## src/rtl/cp0_exc.sv

```systemverilog
// cp0_exc: MIPS-style CP0 exception/interrupt register block.
// Holds BadVAddr, Count, Compare, Status, Cause and EPC; computes the pending
// interrupt request and the pipeline redirect target for exceptions and ERET.
// Optional feature macro: CP0_TIMER_INT_EN compiles in the Count/Compare
// timer interrupt (Cause.TI and IP[7]); without it TI reads 0.
module cp0_exc #(
    parameter int          HW_INT   = 6,
    parameter logic [31:0] EXC_BASE = 32'h8000_0180,
    parameter logic [31:0] BEV_BASE = 32'hBFC0_0380
) (
    input  logic              clk,
    input  logic              rst,
    input  logic              wen,
    input  logic [4:0]        waddr,
    input  logic [31:0]       wdata,
    input  logic [4:0]        raddr,
    output logic [31:0]       rdata,
    input  logic [HW_INT-1:0] hw_int,
    input  logic              exc_req,
    input  logic [4:0]        exc_code,
    input  logic [31:0]       exc_pc,
    input  logic              exc_bd,
    input  logic [31:0]       exc_badva,
    input  logic              exc_badva_vld,
    input  logic              eret,
    output logic              int_req,
    output logic [31:0]       flush_pc,
    output logic              status_exl
);

    localparam logic [4:0] REG_BADVA   = 5'd8;
    localparam logic [4:0] REG_COUNT   = 5'd9;
    localparam logic [4:0] REG_COMPARE = 5'd11;
    localparam logic [4:0] REG_STATUS  = 5'd12;
    localparam logic [4:0] REG_CAUSE   = 5'd13;
    localparam logic [4:0] REG_EPC     = 5'd14;

    logic [31:0]       badva_reg;
    logic [31:0]       count_reg;
    logic [31:0]       compare_reg;
    logic [31:0]       epc_reg;
    logic              cu0_reg;
    logic              bev_reg;
    logic [7:0]        im_reg;
    logic              exl_reg;
    logic              ie_reg;
    logic              bd_reg;
    logic [1:0]        ip_sw_reg;
    logic [4:0]        exccode_reg;
    logic [HW_INT-1:0] hw_reg;

    logic [5:0]        hw_ext;
    logic              ti_bit;
    logic [7:0]        ip;
    logic              mtc0;

    // An MTC0 only takes effect when no exception or ERET commits in the same cycle.
    assign mtc0 = wen & ~exc_req & ~eret;

    // Spread the registered hardware lines over IP[7:2]; absent lines read 0.
    generate
        for (genvar gi = 0; gi < 6; gi++) begin : g_ip
            if (gi < HW_INT) begin : g_used
                assign hw_ext[gi] = hw_reg[gi];
            end else begin : g_unused
                assign hw_ext[gi] = 1'b0;
            end
        end
    endgenerate

`ifdef CP0_TIMER_INT_EN
    logic ti_reg;

    // Sticky timer flag: set on a non-zero Compare match, cleared by writing Compare.
    always_ff @(posedge clk or posedge rst) begin
        if (rst) begin
            ti_reg <= 1'b0;
        end else if (mtc0 && waddr == REG_COMPARE) begin
            ti_reg <= 1'b0;
        end else if (count_reg == compare_reg && compare_reg != 32'd0) begin
            ti_reg <= 1'b1;
        end
    end

    assign ti_bit = ti_reg;
`else
    assign ti_bit = 1'b0;
`endif

    assign ip = {hw_ext[5] | ti_bit, hw_ext[4:0], ip_sw_reg};

    // Free-running Count; a committed MTC0 to Count overrides the increment.
    always_ff @(posedge clk or posedge rst) begin
        if (rst) begin
            count_reg <= 32'd0;
        end else if (mtc0 && waddr == REG_COUNT) begin
            count_reg <= wdata;
        end else begin
            count_reg <= count_reg + 32'd1;
        end
    end

    // Sample the external interrupt lines into Cause.IP every cycle.
    always_ff @(posedge clk or posedge rst) begin
        if (rst) begin
            hw_reg <= '0;
        end else begin
            hw_reg <= hw_int;
        end
    end

    // Exception commit, ERET and MTC0 updates, in that priority order.
    always_ff @(posedge clk or posedge rst) begin
        if (rst) begin
            badva_reg   <= 32'd0;
            compare_reg <= 32'd0;
            epc_reg     <= 32'd0;
            cu0_reg     <= 1'b0;
            bev_reg     <= 1'b1;
            im_reg      <= 8'd0;
            exl_reg     <= 1'b0;
            ie_reg      <= 1'b0;
            bd_reg      <= 1'b0;
            ip_sw_reg   <= 2'd0;
            exccode_reg <= 5'd0;
        end else if (exc_req) begin
            exl_reg     <= 1'b1;
            exccode_reg <= exc_code;
            // Nested exceptions keep the original return point.
            if (!exl_reg) begin
                epc_reg <= exc_bd ? exc_pc - 32'd4 : exc_pc;
                bd_reg  <= exc_bd;
            end
            if (exc_badva_vld) begin
                badva_reg <= exc_badva;
            end
        end else if (eret) begin
            exl_reg <= 1'b0;
        end else if (wen) begin
            case (waddr)
                REG_COMPARE: compare_reg <= wdata;
                REG_STATUS: begin
                    cu0_reg <= wdata[28];
                    bev_reg <= wdata[22];
                    im_reg  <= wdata[15:8];
                    exl_reg <= wdata[1];
                    ie_reg  <= wdata[0];
                end
                REG_CAUSE:   ip_sw_reg <= wdata[9:8];
                REG_EPC:     epc_reg   <= wdata;
                default:     ;
            endcase
        end
    end

    // Combinational register read port.
    always_comb begin
        rdata = 32'd0;
        case (raddr)
            REG_BADVA:   rdata = badva_reg;
            REG_COUNT:   rdata = count_reg;
            REG_COMPARE: rdata = compare_reg;
            REG_STATUS:  rdata = {3'b0, cu0_reg, 5'b0, bev_reg, 6'b0, im_reg, 6'b0, exl_reg, ie_reg};
            REG_CAUSE:   rdata = {bd_reg, ti_bit, 14'b0, ip, 1'b0, exccode_reg, 2'b0};
            REG_EPC:     rdata = epc_reg;
            default:     rdata = 32'd0;
        endcase
    end

    // Redirect target: vector on exception, EPC on ERET; nothing while held in reset.
    always_comb begin
        flush_pc = 32'd0;
        if (!rst) begin
            if (exc_req) begin
                flush_pc = bev_reg ? BEV_BASE : EXC_BASE;
            end else if (eret) begin
                flush_pc = epc_reg;
            end
        end
    end

    assign int_req    = ie_reg & ~exl_reg & (|(ip & im_reg));
    assign status_exl = exl_reg;

endmodule

```

## config.mk

```make
export PLATFORM = sky130hd
export DESIGN_NAME = cp0_exc
export DESIGN_NICKNAME = d
export VERILOG_FILES = /design/src/rtl/cp0_exc.sv
export SDC_FILE = /design/constraint.sdc
export NUM_CORES = 1
export LEC_CHECK = 0
export BUFFER_PORTS_ARGS = -buffer_cell sky130_fd_sc_hd__buf_2
export CORE_ASPECT_RATIO = 1.1
export CORE_UTILIZATION = 45
export DETAILED_ROUTE_END_ITERATION = 16
export GPL_TIMING_DRIVEN = 0
export MAX_ROUTING_LAYER = met4
export PLACE_DENSITY = 0.74
export SKIP_LAST_GASP = 1
export SLEW_MARGIN = 20
export SYNTH_ARGS = -nofsm -noshare
export SYNTH_HDL_FRONTEND = slang
export SYNTH_SLANG_ARGS = --single-unit
```

## constraint.sdc

```tcl
create_clock -name clk -period 7.13 [get_ports clk]
set_input_delay 0 -clock clk [delete_from_list [all_inputs] [get_ports clk]]
set_output_delay 0 -clock clk [all_outputs]
set_load 0.05 [all_outputs]
```

==> flow_summary.yaml <==
outcome:
  status: "finished clean"
placement:
  placed_cell_area_sq_um: 9505
  place_ws_ns: 4.785
  port_buffers: 188
  gp_congestion: 0.9407
  dp_hpwl_mm: 20.93
  dp_cells: 1239
setup_path:
  worstSetupPathType: "register to register"
  cp.arrival_ns: 2.94
  r2r_end: "epc_reg[31]"
  r2r-start: "status_exl"
  start_kind: "register"
  reg2reg_slack_ns: 4.56
  reg2reg_depth: 6
  worst-path-max-fanout: 10
  worstPathRequired_ns: 7.50
  cp-end-kind: "register"
global_route:
  grt_pass1_wl_mm: 44.83
  overflow: 0
  grt_max_degree: 94
  antenna_found_initial: 2
  grtUsageTotal_pct: 33.55
  grt_pass1_vias: 8032
clock_tree:
  cts_resized: 0
  clock_latency_ns: 0.43
  path_clk_slew_ns: 0.07
  root_buffer: "clkbuf_16"
  cts_tree: "yes"
  cts-htree-levels: 4
  clkSinkCount: 154
  clockBufferDepth: 2
  numCtsBuffers: 17
yosys:
  syn_inst: 812
  yosys_register_bits: 154
  seq_area_frac_synth_pct: 46.83
  postSynth.asyncResetShare_pct: 100.0
  synth_edf_count: 0
  syn_nets: 938
  avgSynthCellArea_sq_um: 10.14
  ys_types: 60
  synth_top_area_share_pct: 46.51
  synth_top_area_cell: "dfrtp_1"
  synth_top_cells_by_count: "dfrtp_1 (153), mux2_2 (84), a22oi_1 (68), nand2_1 (63), nor2_1 (63)"
  synth_flop_cell: "dfrtp_1"
  yosysMostFrequentCell: "dfrtp_1"
  yosys_warnings: 0
  syn_area_sq_um: 8232
  synthTopCellsByArea: "dfrtp_1 (47%), mux2_2 (11%), a22oi_1 (6.2%)"
flow_run:
  cap_violations: 0
final_layout:
  multi_input_area_sq_um: 4150
  finalNonFillerCells: 1373
  synthToLayoutAreaGrowth_pct: 35.52
  fin_util_pct: 62.66
  drive_gt1_share_pct: 29.13
  fillers: 1397
  seqCellArea_sq_um: 3855
  fin_area_sq_um: 11160
  final_nets: 1246
timing:
  fin_skew_ns: 0.008527
  finalMaxSlewViolations: 0
  tightest_slew_ns: 1.149
  max-slew-margin-rel_pct: 22.68
  finalSetupViolCount: 0
  period_share_pct: 36.05
  timing.final.ws_setup_ns: 4.559
  hold_viol_final: 0
  period_minus_slack_ns: 2.571
  clock.fmax_mhz: 389.0
  rsz0062_at_grt: "no"
  tns_ns: 0
detailed_routing:
  drt-total-wl_mm: 29.60
  drc_errors: 0
  dr.pass1.iters: 8
  ant_nets: 0
  drt_iter0_drc: 759
  vias: 8106
  routedWlPerCell_um: 21.56
  viasPerCell: 5.904
min_path:
  whs_path_depth: 4
  min_from: "exc_pc[22]"
  hold_end: "epc_reg[22]"
  hold_path.class: "primary input to register"
floorplan:
  num_rows: 51
  die_h_um: 143.9
  ioPinCount: 190
  start_util_pct: 46.24
  die_width_um: 131.0
  core_sq_um: 17800
  die_area_sq_um: 18840
power:
  powerDensity_nw_per_um2: 236.2
  max-vdd-ir-drop_v: 0.0001795
  leakagePower_uw: 0.005043
critical path: stages, from the launching register on:
cell           delay [ns]
dfrtp_1              0.50
nor2b_1              0.50
a21o_1               0.24
clkbuf_1             0.46
o21ai_0              0.14
o21ai_1              0.09
dlygate4sd3_1        0.56
worst max path at each step:
| stage | from | to | slack, ns | cells after the start |
|---|---|---|---|---|
| after detailed placement | raddr[1] | rdata[28] | 4.79 | 7 |
| after global routing | rst | flush_pc[22] | 4.39 | 7 |
| final | status_exl | epc_reg[31] | 4.56 | 6 |
| after global placement | rst | flush_pc[9] | 0.11 | 5 |
| after CTS | rst | flush_pc[22] | 4.63 | 7 |
| after floorplan | rst | flush_pc[22] | 2.08 | 3 |
placed cells by master, fill, tap and decap left out, types with 4 or more instances in the layout:
cell           count
nand2_1           63
clkbuf_8           4
nand4_1           17
xnor2_1           21
o21ai_1            4
a21o_1             7
a21oi_1           52
and3_1             6
a222oi_1          10
nor2_1            63
and2_1            22
nand3_1           26
nor4_1             7
mux2_2            84
inv_1              9
a22oi_1           68
dlygate4sd3_1    100
buf_1              8
a31oi_1            7
o21ai_0           33
dfrtp_1          153
mux2i_1            6
bufinv_16          4
xor2_1            27
o22ai_1            7
clkbuf_16         17
buf_2            191
or3_1              8
nor3_1            13
clkbuf_1          35
layer usage:
layer  GRT usage (%)  share of wire [%]  up-vias
li1                -                  -     3612
met1           41.80                 40     3906
met2           51.68                 47      486
met3           6.627                9.1      102
met4           17.18                4.4        0
met5               -                  0        -
where the power goes:
part	switching (uW)	total, uW	internal [uW]
Combinational	295	520	225
Sequential	129	1130	1000
Clock	361	985	624
Total	786	2630	1850
metrics by stage:
stage | total power (uW) | hold slack, ns
after CTS | 2620 | 0.005472
after floorplan | 1417 | 0.03143
after global routing | 2728 | 0.04258
after detailed placement | 1597 | 0.1001
final | 2635 | 0.006749
after global placement | 1580 | 0.1096
area by class of cell:
type	count	area share (%)
clock inverter	10	1.436
multi-input combinational	600	37.20
timing repair buffer	289	17.65
antenna	2	0.04486
tap	238	2.669
sequential	154	34.56
inverter	11	0.4374
clock buffer	22	4.341
buffer	47	1.660
kinds of logic (layout without fill, tap and decap cells):
logic type,count (synthesis),count (layout),share of synthesized area (%)
adders and majority gates,2,2,0.3039
other,0,2,0
muxes,90,90,12.22
buffers and inverters,58,379,2.751
xor gates and xnor gates,48,48,5.107
and+or+nand+nor,262,262,17.25
DFF,154,154,46.83
AOI/OAI and AO/OA,198,198,15.53
timing repair:
| action | 4_1_cts | 5_1_grt |
|---|---|---|
| hold buffers | 100 | 0 |
| hold endpoints to repair | 210 | 0 |
| setup buffers | 0 | 0 |
Note: power is estimated with default switching activity, not from simulation.
